$ cat config.mk
export PLATFORM = sky130hd
export DESIGN_NAME = lsu_align_seq_flat
export DESIGN_NICKNAME = d
export VERILOG_FILES = /design/src/rtl/lsu_align_seq_pkg.sv /design/src/rtl/lsu_align_seq_if.sv /design/src/rtl/lsu_align_seq_load_extract.sv /design/src/rtl/lsu_align_seq.sv /design/src/flat_wrapper.sv
export SDC_FILE = /design/constraint.sdc
export NUM_CORES = 1
export LEC_CHECK = 0
export ABC_CLOCK_PERIOD_IN_PS = 4580
export CAP_MARGIN = 40
export CORE_UTILIZATION = 35
export DETAILED_ROUTE_END_ITERATION = 8
export PLACE_DENSITY = 0.67
export SLEW_MARGIN = 10
export SYNTH_ARGS = -nofsm -noshare
export SYNTH_HDL_FRONTEND = slang
export SYNTH_SLANG_ARGS = --single-unit
$ cat constraint.sdc
create_clock -name clk -period 4.58 [get_ports clk]
set_clock_uncertainty 0.05 [all_clocks]
set_input_delay 1.145 -clock clk [delete_from_list [all_inputs] [get_ports clk]]
set_output_delay 1.145 -clock clk [all_outputs]
set_load 0.005 [all_outputs]
$ cat src/rtl/lsu_align_seq_pkg.sv
// Shared types, funct3 encodings and size helpers for the load/store alignment sequencer.
package lsu_pkg;

  typedef enum logic [2:0] {
    IDLE = 3'd0,
    ACC0 = 3'd1,
    ACC1 = 3'd2,
    WAIT = 3'd3,
    RESP = 3'd4
  } state_t;

  localparam logic [2:0] F3_LB  = 3'b000;
  localparam logic [2:0] F3_LH  = 3'b001;
  localparam logic [2:0] F3_LW  = 3'b010;
  localparam logic [2:0] F3_LBU = 3'b100;
  localparam logic [2:0] F3_LHU = 3'b101;

  function automatic logic [3:0] size_mask(input logic [1:0] sz);
    case (sz)
      2'd0:    size_mask = 4'b0001;
      2'd1:    size_mask = 4'b0011;
      default: size_mask = 4'b1111;
    endcase
  endfunction

  function automatic logic [2:0] size_bytes(input logic [1:0] sz);
    case (sz)
      2'd0:    size_bytes = 3'd1;
      2'd1:    size_bytes = 3'd2;
      default: size_bytes = 3'd4;
    endcase
  endfunction

endpackage

$ cat src/rtl/lsu_align_seq_if.sv
// Pipeline request/response and data-memory port bundle of the load/store sequencer.
interface lsu_align_seq_if #(
  parameter int ADDR_W = 9
);
  logic              req_valid;
  logic              mem_read;
  logic              mem_write;
  logic [2:0]        funct3;
  logic [31:0]       addr;
  logic [31:0]       wdata;
  logic              stall;
  logic              resp_valid;
  logic [31:0]       rdata;
  logic [ADDR_W-1:0] mem_addr;
  logic [3:0]        mem_be;
  logic [31:0]       mem_wdata;
  logic              mem_we;
  logic              mem_re;
  logic [31:0]       mem_rdata;

  // master is the sequencer itself; slave is the pipeline plus memory around it
  modport master (
    input  req_valid, mem_read, mem_write, funct3, addr, wdata, mem_rdata,
    output stall, resp_valid, rdata, mem_addr, mem_be, mem_wdata, mem_we, mem_re
  );

  modport slave (
    output req_valid, mem_read, mem_write, funct3, addr, wdata, mem_rdata,
    input  stall, resp_valid, rdata, mem_addr, mem_be, mem_wdata, mem_we, mem_re
  );
endinterface

$ cat src/rtl/lsu_align_seq_load_extract.sv
// Realigns a two-word load window by the byte offset and applies sign/zero extension.
module load_extract
  import lsu_pkg::*;
(
  input  logic [31:0] hi,
  input  logic [31:0] lo,
  input  logic [1:0]  off,
  input  logic [2:0]  funct3,
  output logic [31:0] rdata
);

  logic [31:0] win;

  always_comb begin
    win = 32'({hi, lo} >> {off, 3'b000});
    case (funct3)
      F3_LB:   rdata = {{24{win[7]}}, win[7:0]};
      F3_LH:   rdata = {{16{win[15]}}, win[15:0]};
      F3_LBU:  rdata = {24'd0, win[7:0]};
      F3_LHU:  rdata = {16'd0, win[15:0]};
      default: rdata = win;
    endcase
  end

endmodule

$ cat src/rtl/lsu_align_seq.sv
// Load/store sequencer: byte-addressed accesses to word cycles with byte enables,
// splitting word-crossing accesses in two and stalling the pipeline until done.
//
//   state | meaning
//   IDLE  | waiting for a memory instruction
//   ACC0  | first (or only) word cycle on the memory port
//   ACC1  | second word cycle of a word-crossing access
//   WAIT  | load: last read word arrives on mem_rdata
//   RESP  | access complete, pipeline released
module lsu_align_seq
  import lsu_pkg::*;
#(
  parameter int ADDR_W = 9
) (
  input  logic           clk,
  input  logic           reset,
  lsu_align_seq_if.master bus
);

  state_t            state_q, state_d;
  logic              op_rd_q;
  logic [2:0]        f3_q;
  logic [1:0]        off_q;
  logic [ADDR_W-1:0] widx_q;
  logic [31:0]       wdata_q;
  logic [31:0]       lo_q;
  logic [31:0]       rdata_q;

  logic              accept;
  logic              sel_rd;
  logic [2:0]        sel_f3;
  logic [1:0]        sel_off;
  logic [ADDR_W-1:0] sel_widx;
  logic [31:0]       sel_wdata;
  logic [3:0]        sel_mask;
  logic              sel_cross;

  logic [ADDR_W-1:0] mem_addr_d, mem_addr_q;
  logic [3:0]        mem_be_d, mem_be_q;
  logic [31:0]       mem_wdata_d, mem_wdata_q;
  logic              mem_we_d, mem_we_q;
  logic              mem_re_d, mem_re_q;

  logic [31:0]       ext_lo;
  logic [31:0]       ext_data;

  // In IDLE the incoming request drives the first memory cycle directly so the
  // registered port shows it in ACC0; afterwards the latched copy is used.
  always_comb begin
    accept    = (state_q == IDLE) && bus.req_valid && (bus.mem_read || bus.mem_write) && !reset;
    sel_rd    = (state_q == IDLE) ? bus.mem_read : op_rd_q;
    sel_f3    = (state_q == IDLE) ? bus.funct3 : f3_q;
    sel_off   = (state_q == IDLE) ? bus.addr[1:0] : off_q;
    sel_widx  = (state_q == IDLE) ? bus.addr[ADDR_W+1:2] : widx_q;
    sel_wdata = (state_q == IDLE) ? bus.wdata : wdata_q;
    sel_mask  = size_mask(sel_f3[1:0]);
    sel_cross = ({1'b0, sel_off} + size_bytes(sel_f3[1:0])) > 3'd4;
  end

  always_comb begin
    state_d = state_q;
    case (state_q)
      IDLE: if (accept) state_d = ACC0;
      ACC0: begin
        if (sel_cross)   state_d = ACC1;
        else if (sel_rd) state_d = WAIT;
        else             state_d = RESP;
      end
      ACC1:    state_d = sel_rd ? WAIT : RESP;
      WAIT:    state_d = RESP;
      RESP:    state_d = IDLE;
      default: state_d = IDLE;
    endcase
  end

  always_comb begin
    mem_addr_d  = '0;
    mem_be_d    = 4'b0000;
    mem_wdata_d = 32'd0;
    mem_we_d    = 1'b0;
    mem_re_d    = 1'b0;
    if (state_d == ACC0) begin
      mem_addr_d  = sel_widx;
      mem_be_d    = sel_mask << sel_off;
      mem_wdata_d = sel_wdata << {sel_off, 3'b000};
      mem_we_d    = !sel_rd;
      mem_re_d    = sel_rd;
    end else if (state_d == ACC1) begin
      mem_addr_d  = sel_widx + {{(ADDR_W-1){1'b0}}, 1'b1};
      mem_be_d    = sel_mask >> (3'd4 - {1'b0, sel_off});
      mem_wdata_d = sel_wdata >> {(3'd4 - {1'b0, sel_off}), 3'b000};
      mem_we_d    = !sel_rd;
      mem_re_d    = sel_rd;
    end
  end

  // Aligned loads use the single read word for both halves of the window.
  assign ext_lo = sel_cross ? lo_q : bus.mem_rdata;

  load_extract u_load_extract (
    .hi     (bus.mem_rdata),
    .lo     (ext_lo),
    .off    (off_q),
    .funct3 (f3_q),
    .rdata  (ext_data)
  );

  always_ff @(posedge clk) begin
    if (reset) begin
      state_q     <= IDLE;
      op_rd_q     <= 1'b0;
      f3_q        <= 3'd0;
      off_q       <= 2'd0;
      widx_q      <= '0;
      wdata_q     <= 32'd0;
      lo_q        <= 32'd0;
      rdata_q     <= 32'd0;
      mem_addr_q  <= '0;
      mem_be_q    <= 4'b0000;
      mem_wdata_q <= 32'd0;
      mem_we_q    <= 1'b0;
      mem_re_q    <= 1'b0;
    end else begin
      state_q     <= state_d;
      mem_addr_q  <= mem_addr_d;
      mem_be_q    <= mem_be_d;
      mem_wdata_q <= mem_wdata_d;
      mem_we_q    <= mem_we_d;
      mem_re_q    <= mem_re_d;
      if (accept) begin
        op_rd_q <= bus.mem_read;
        f3_q    <= bus.funct3;
        off_q   <= bus.addr[1:0];
        widx_q  <= bus.addr[ADDR_W+1:2];
        wdata_q <= bus.wdata;
      end
      if (state_q == ACC1 && op_rd_q) lo_q <= bus.mem_rdata;
      if (state_q == WAIT) rdata_q <= ext_data;
    end
  end

  assign bus.stall      = !reset && (accept || state_q == ACC0 || state_q == ACC1 || state_q == WAIT);
  assign bus.resp_valid = !reset && (state_q == RESP);
  assign bus.rdata      = rdata_q;
  assign bus.mem_addr   = mem_addr_q;
  assign bus.mem_be     = mem_be_q;
  assign bus.mem_wdata  = mem_wdata_q;
  assign bus.mem_we     = mem_we_q;
  assign bus.mem_re     = mem_re_q;

endmodule

$ cat src/flat_wrapper.sv
// flat-port wrapper written by rule: the top's interface ports become plain ports
module lsu_align_seq_flat import lsu_pkg::*;
#(
  parameter int ADDR_W = 9
)
  (clk, reset, bus_req_valid, bus_mem_read, bus_mem_write, bus_funct3, bus_addr, bus_wdata, bus_mem_rdata, bus_stall, bus_resp_valid, bus_rdata, bus_mem_addr, bus_mem_be, bus_mem_wdata, bus_mem_we, bus_mem_re);
  lsu_align_seq_if #(.ADDR_W(ADDR_W)) bus_i ();
  input  logic clk;
  input  logic reset;
  input wire logic [$bits(bus_i.req_valid)-1:0] bus_req_valid;
  input wire logic [$bits(bus_i.mem_read)-1:0] bus_mem_read;
  input wire logic [$bits(bus_i.mem_write)-1:0] bus_mem_write;
  input wire logic [$bits(bus_i.funct3)-1:0] bus_funct3;
  input wire logic [$bits(bus_i.addr)-1:0] bus_addr;
  input wire logic [$bits(bus_i.wdata)-1:0] bus_wdata;
  input wire logic [$bits(bus_i.mem_rdata)-1:0] bus_mem_rdata;
  output wire logic [$bits(bus_i.stall)-1:0] bus_stall;
  output wire logic [$bits(bus_i.resp_valid)-1:0] bus_resp_valid;
  output wire logic [$bits(bus_i.rdata)-1:0] bus_rdata;
  output wire logic [$bits(bus_i.mem_addr)-1:0] bus_mem_addr;
  output wire logic [$bits(bus_i.mem_be)-1:0] bus_mem_be;
  output wire logic [$bits(bus_i.mem_wdata)-1:0] bus_mem_wdata;
  output wire logic [$bits(bus_i.mem_we)-1:0] bus_mem_we;
  output wire logic [$bits(bus_i.mem_re)-1:0] bus_mem_re;
  assign bus_i.req_valid = bus_req_valid;
  assign bus_i.mem_read = bus_mem_read;
  assign bus_i.mem_write = bus_mem_write;
  assign bus_i.funct3 = bus_funct3;
  assign bus_i.addr = bus_addr;
  assign bus_i.wdata = bus_wdata;
  assign bus_i.mem_rdata = bus_mem_rdata;
  assign bus_stall = bus_i.stall;
  assign bus_resp_valid = bus_i.resp_valid;
  assign bus_rdata = bus_i.rdata;
  assign bus_mem_addr = bus_i.mem_addr;
  assign bus_mem_be = bus_i.mem_be;
  assign bus_mem_wdata = bus_i.mem_wdata;
  assign bus_mem_we = bus_i.mem_we;
  assign bus_mem_re = bus_i.mem_re;
  lsu_align_seq #(.ADDR_W(ADDR_W)) u_core (.clk(clk), .reset(reset), .bus(bus_i));
endmodule
Word level (Yosys, flattened, before mapping)
Cells that the tools add are included.
W data, S select, Z words.
{"block": "word_totals", "mem_bits_ro": 0, "input_bits": 104, "mem_count": 0, "ram_bits": 0, "register_bits": 161, "latchBits": 0}
{"block": "op_classes", "reduce_logical": 15, "n_shift": 5, "n_addsub": 3, "bitwise_logic": 0, "div": 0, "n_eq_ne": 10, "muxes": 23, "magnitude_cmp": 1, "multipliers": 0}
{"cell": "$mux W32", "n": 4}
{"cell": "$pmux W32 S4", "n": 1}
{"cell": "$shr A64 B5 Y32", "n": 1}
{"cell": "$shl A32 B5 Y32", "n": 1}
{"cell": "$shr A32 B6 Y32", "n": 1}
{"cell": "$mux W9", "n": 3}
{"cell": "$pmux W3 S4", "n": 1}
{"cell": "$add A9 B1 Y9 const B", "n": 1}
{"cell": "$eq A3 B1 Y1 const B", "n": 3}
{"cell": "$eq A3 B2 Y1 const B", "n": 3}
{"cell": "$eq A3 B3 Y1 const B", "n": 3}
{"cell": "$mux W3", "n": 3}
{"cell": "$mux W4", "n": 2}
{"cell": "$pmux W4 S2", "n": 1}
{"cell": "$logic_and A1 B1 Y1", "n": 6}
{"cell": "$logic_not A3 Y1", "n": 2}
{"cell": "$pmux W3 S2", "n": 1}
{"cell": "$mux W1", "n": 5}
{"cell": "$logic_or A1 B1 Y1", "n": 4}
{"cell": "$mux W2", "n": 2}
{"cell": "$shl A4 B2 Y4", "n": 1}
{"cell": "$shr A4 B3 Y4", "n": 1}
{"cell": "$add A2 B3 Y3", "n": 1}
{"cell": "$gt A3 B3 Y1 const B", "n": 1}
{"cell": "other kinds (4)", "n": 5}

Logic depth before layout (Yosys ltp)
{"block": "depth", "ltp_word": 11, "mapped_depth": 18, "mapped_depth_nobuf": 13}

Hierarchy
From an unflattened synthesis, not the netlist that was laid out.
{"block": "hier_totals", "cells_unflattened": 1101, "area_unflattened_um2": 8857.2}
{"mod": "lsu_align_seq", "seq_area_each_um2": 3223.1, "cells_per_inst": 1000, "n_inst": 1, "area_each_um2": 7737.4}
{"mod": "load_extract", "seq_area_each_um2": 0.0, "cells_per_inst": 101, "n_inst": 1, "area_each_um2": 1119.8}

Worst setup path after synthesis
No wires, ideal clock.
{"block": "synth_path", "path_kind": "input-to-reg", "from": "in bus_addr[0]", "to": "reg u_core.rdata_q[20] (netlist: u_core.bus.rdata[20])", "setup_time_ns": 0.089, "arrival_time_ns": 4.375, "path_slack_ns": 0.066, "path_stages": 14, "path_cell_list": "mux2i_1 > clkinv_1 > clkbuf_1 > ha_1 > inv_1 > fa_1 > nand2_1 > o211ai_2 > and2_1 > buf_6 > mux4_2 > o41a_4 > buf_6 > a311oi_2"}
{"block": "synth_via", "elab_chain_cells": 6}
{"item": "from (decl)", "line_no": "flat_wrapper.sv:14", "source": "input wire logic [$bits(bus_i.addr)-1:0] bus_addr;"}
{"item": "$mux W2", "line_no": "lsu_align_seq.sv:53", "source": "sel_off = (state_q == IDLE) ? bus.addr[1:0] : off_q;"}
{"item": "$add A2 B3 Y3", "line_no": "lsu_align_seq.sv:57", "source": "sel_cross = ({1'b0, sel_off} + size_bytes(sel_f3[1:0])) > 3'd4;"}
{"item": "$gt A3 B3 Y1", "line_no": "lsu_align_seq.sv:57"}
{"item": "$mux W32", "line_no": "lsu_align_seq.sv:98", "source": "assign ext_lo = sel_cross ? lo_q : bus.mem_rdata;"}
{"item": "$shr A64 B5 Y32", "line_no": "lsu_align_seq_load_extract.sv:15", "source": "win = 32'({hi, lo} >> {off, 3'b000});"}
{"item": "$pmux W32 S4", "line_no": "lsu_align_seq_load_extract.sv:16", "source": "case (funct3)"}
{"item": "to (signal assigned)", "line_no": "lsu_align_seq.sv:138", "source": "if (state_q == WAIT) rdata_q <= ext_data;"}
{"item": "to (decl)", "line_no": "lsu_align_seq.sv:27", "source": "logic [31:0] rdata_q;"}
No other way between the ends.
A chain may end at the register's enable or synchronous reset.

Final worst setup path
{"block": "layout_path", "from": "in bus_funct3[1]", "to": "reg u_core.rdata_q[8] (netlist: u_core.bus.rdata[8])"}
{"block": "layout_via", "elab_chain_cells": 8}
{"item": "from (decl)", "line_no": "flat_wrapper.sv:13", "source": "input wire logic [$bits(bus_i.funct3)-1:0] bus_funct3;"}
{"item": "$mux W2 *", "line_no": "lsu_align_seq.sv:52", "source": "sel_f3 = (state_q == IDLE) ? bus.funct3 : f3_q;"}
{"item": "$eq A2 B1 Y1 / $logic_not A2 Y1 (equally long branches)", "line_no": "lsu_align_seq_pkg.sv:27", "source": "case (sz)"}
{"item": "$pmux W3 S2 *", "line_no": "lsu_align_seq_pkg.sv:27"}
{"item": "$add A2 B3 Y3 *", "line_no": "lsu_align_seq.sv:57"}
{"item": "$gt A3 B3 Y1 *", "line_no": "lsu_align_seq.sv:57"}
{"item": "$mux W32 *", "line_no": "lsu_align_seq.sv:98"}
{"item": "$shr A64 B5 Y32 *", "line_no": "lsu_align_seq_load_extract.sv:15"}
{"item": "$pmux W32 S4 *", "line_no": "lsu_align_seq_load_extract.sv:16"}
Mark *: on every way between the ends. The rest lies on a longest branch, timed or not.

==> results.py <==
metrics = {
    "outcome": {
        "outcome": "finished clean",
    },
    "sta": {
        "period_share": 0.9530,
        "relSlewSlack": 0.3862,
        "slew_viol_final": 0,
        "finalWorstPathRequiredPeriod_ns": 4.365,
        "worstMarginPinSlew_ns": 0.9206,
        "tns_ns": 0,
        "layout_setup_ws_ns": 0.2152,
        "timing.final.setup_violations": 0,
        "finalHoldViolCount": 0,
        "rsz0062_at_grt": "no",
        "fmax_ghz": 0.2291,
    },
    "global_route": {
        "grt_remaining_overflow": 0,
        "grt_pass1_wl_um": 43200,
        "grtUsageTotal": 0.2103,
        "antenna_found_initial": 1,
        "grt_pass1_vias": 8041,
        "grt_max_degree": 77,
    },
    "cells_and_area": {
        "synthToLayoutAreaGrowth_pct": 30.11,
        "fillerInstances": 2474,
        "instances_no_fill": 1581,
        "final_area_um2": 11700,
        "fin_nets": 1346,
        "layout-drive-gt1-share": 0.1320,
    },
    "critical_path": {
        "crit_chain": "clkdlybuf4s50_1, mux2i_2, inv_1, nor2_1, ha_1, inv_1, fa_1, and2_1, o211ai_4, and2_2, mux4_2, o41a_4, buf_12, a311oi_1",
        "cp_common_cell": "inv_1",
        "crit_type": "in2reg",
        "cp_max_fo": 22,
        "cp_slowest_cell": "mux4_2",
        "crit_arrival_ns": 4.65,
        "required_ns": 4.87,
        "rrSetupSlack_ns": 0.38,
        "end_kind": "flip-flop",
        "cp-start-kind": "primary input",
        "critical-path-max-stage-delay_ns": 0.52,
    },
    "placement": {
        "dp_slack_ns": -0.2177,
        "gp_congestion": 0.8602,
        "post_dp_cell_area_um2": 11100,
        "dp_cells": 1548,
        "io_buffers": 163,
        "dpl.hpwl_um": 19340,
    },
    "synth": {
        "ys.flop_type": "dfxtp_1",
        "yosysWarnings": 0,
        "yosysSeqAreaShare": 0.3586,
        "syn_nets": 1208,
        "yosys.cell_types.count": 64,
        "synth_seq_cells": 161,
        "synthesis.area_um2": 8989,
        "avgSynthCellArea_um2": 8.179,
        "synthArstFlopShare": 0,
        "synth_cells": 1099,
        "synth_edf_count": 0,
    },
    "pwr": {
        "power.density_nw_per_um2": 314.6,
        "power_uw": 3680,
        "p_leak_uw": 0.004062,
        "ir_worst_vdd_uv": 203.0,
    },
    "floorplanning": {
        "core_um2": 25180,
        "die_w_um": 162.3,
        "ioPinCount": 185,
        "dieHeight_um": 162.3,
        "start_util": 0.3570,
        "rows": 58,
        "die_area_um2": 26330,
    },
    "clock_network": {
        "cts_tree": "yes",
        "numCtsBuffers": 17,
        "clk_pin_slew_ns": 0.06,
        "clock-sinks": 161,
        "postCtsHoldBufs": 0,
        "worstSkewPairLatency_ns": 0.43,
        "h-tree-depth": 4,
        "cts_buffer_depth": 2,
        "cts-root-buf": "clkbuf_16",
    },
    "detailed_routing": {
        "vias": 8649,
        "drtAntennaViolNets": 0,
        "via_per_inst": 5.471,
        "dr.pass1.iters": 5,
        "totalWireLength_um": 27810,
        "remaining_drc_errors": 0,
        "avgRoutedWirePerCell_um": 17.59,
        "first_iter_violations": 472,
    },
    "job": {
        "cap_violations": 0,
    },
    "min_path": {
        "min_path_type": "reg2reg",
    },
}
==> cell type report <==
type / instances / area (um^2) / area share
multi-input cells: 826 / 5331 / 0.4559
flip-flops and latches: 161 / 3226 / 0.2758
repair buffers: 215 / 2077 / 0.1776
clock buffers: 23 / 488.0 / 0.04172
well taps: 330 / 412.9 / 0.03531
clock inverters: 9 / 97.59 / 0.008345
inverters: 16 / 60.06 / 0.005135
diodes: 1 / 2.502 / 0.0002140
==> kinds of logic after synthesis <==
logic type	Yosys count	synth area share
adder cells (fa/ha/maj)	5	0.007795
multiplexers	114	0.1531
AND/OR/NAND/NOR	396	0.1906
AO/OA/AOI/OAI	304	0.2313
XOR/XNOR	7	0.006821
flip-flops	161	0.3586
buffers and inverters	112	0.05178
==> final timing paths <==
| kind | startpoint | end | cells past startpoint |
|---|---|---|---|
| setup reg to reg | u_core.state_q[1] | u_core.bus.rdata[8] | 14 |
| hold reg to reg | u_core.widx_q[4] | u_core.widx_q[4] | 2 |
| hold / removal | u_core.widx_q[4] | u_core.widx_q[4] | 2 |
| setup / recovery | bus_funct3[1] | u_core.bus.rdata[8] | 14 |
==> per-stage QoR <==
step,util,hold slack [ns]
finish,0.4644,0.4034
global route,0.4644,0.4233
CTS,0.4642,0.4050
detailed placement,0.4409,0.3956
global placement,0.4398,0.3895
floorplan,-,0.3817
==> report_power, final <==
part	internal, uW	leakage, uW	total [uW]	switching [uW]
clock network	815	0.000281	1410	596
registers	1440	0.00130	1450	19.4
logic	372	0.00248	814	442
==> synthesized netlist by cell type (all sizes together) (5+ instances only) <==
master	count	area share
nand2	216	0.090
dfxtp	161	0.36
a21oi	130	0.072
nor2	81	0.034
clkbuf	75	0.031
mux2i	61	0.068
mux2	38	0.048
a211oi	36	0.031
o21ai	36	0.020
o211ai	33	0.030
a311oi	26	0.039
nor3	24	0.013
buf	21	0.014
a22oi	15	0.013
inv	15	0.0063
mux4	15	0.038
nand3	15	0.0084
nor2b	15	0.010
nand2b	11	0.0077
and2	9	0.0063
a31oi	5	0.0035
and3	5	0.0035
nand3b	5	0.0042
xnor2	5	0.0049
==> registers in the layout, summed over array words and instances (netlist names) <==
register,count
u_core.bus.mem_addr,9
u_core.bus.mem_be,4
u_core.bus.mem_re,1
u_core.bus.mem_wdata,32
u_core.bus.mem_we,1
u_core.bus.rdata,32
u_core.f3_q,3
u_core.lo_q,32
u_core.off_q,2
u_core.op_rd_q,1
u_core.state_q,3
u_core.wdata_q,32
u_core.widx_q,9
==> routing by layer <==
metal / routed length (um) / GRT usage / vias up / share of wire
met5: 0 / 0 / - / 0
met1: 11500 / 0.2485 / 4114 / 0.41
met2: 13980 / 0.3693 / 281 / 0.50
li1: - / - / 4207 / -
met4: 661 / 0.08448 / 0 / 0.024
met3: 1664 / 0.04316 / 47 / 0.060
==> timing repair <==
action,in CTS,in global routing
gates resized for setup,0,1
setup buffers,0,0
endpoints found under the setup margin,0,2
==> worst max-delay path: cells and delay by family <==
family / cells / cell delay (ns)
adders and majority gates: 2 / 0.63
muxes: 2 / 0.75
and+or+nand+nor: 3 / 0.54
buffers and inverters: 4 / 0.80
AOI/OAI and AO/OA: 3 / 0.76
==> layout by cell type, fill, tap and decap left out, types with 4 or more instances in the layout <==
| cell | instances |
|---|---|
| nor3_1 | 22 |
| a311oi_2 | 19 |
| dfxtp_1 | 159 |
| mux2_1 | 5 |
| o21ai_0 | 30 |
| clkbuf_8 | 4 |
| xnor2_1 | 5 |
| a311oi_1 | 7 |
| nand3b_1 | 5 |
| a22oi_1 | 15 |
| nor2b_1 | 15 |
| mux2_2 | 33 |
| a211oi_1 | 35 |
| clkdlybuf4s50_1 | 162 |
| nand3_1 | 15 |
| and3_1 | 5 |
| buf_4 | 49 |
| mux2i_1 | 59 |
| nand2_1 | 216 |
| ha_1 | 4 |
| nor2_1 | 80 |
| o21ai_1 | 6 |
| inv_1 | 15 |
| a21oi_1 | 130 |
| nand2b_1 | 11 |
| o211ai_1 | 31 |
| and2_1 | 8 |
| a31oi_1 | 5 |
| clkbuf_16 | 17 |
| mux4_2 | 15 |
(Power assumes the default switching activity.)
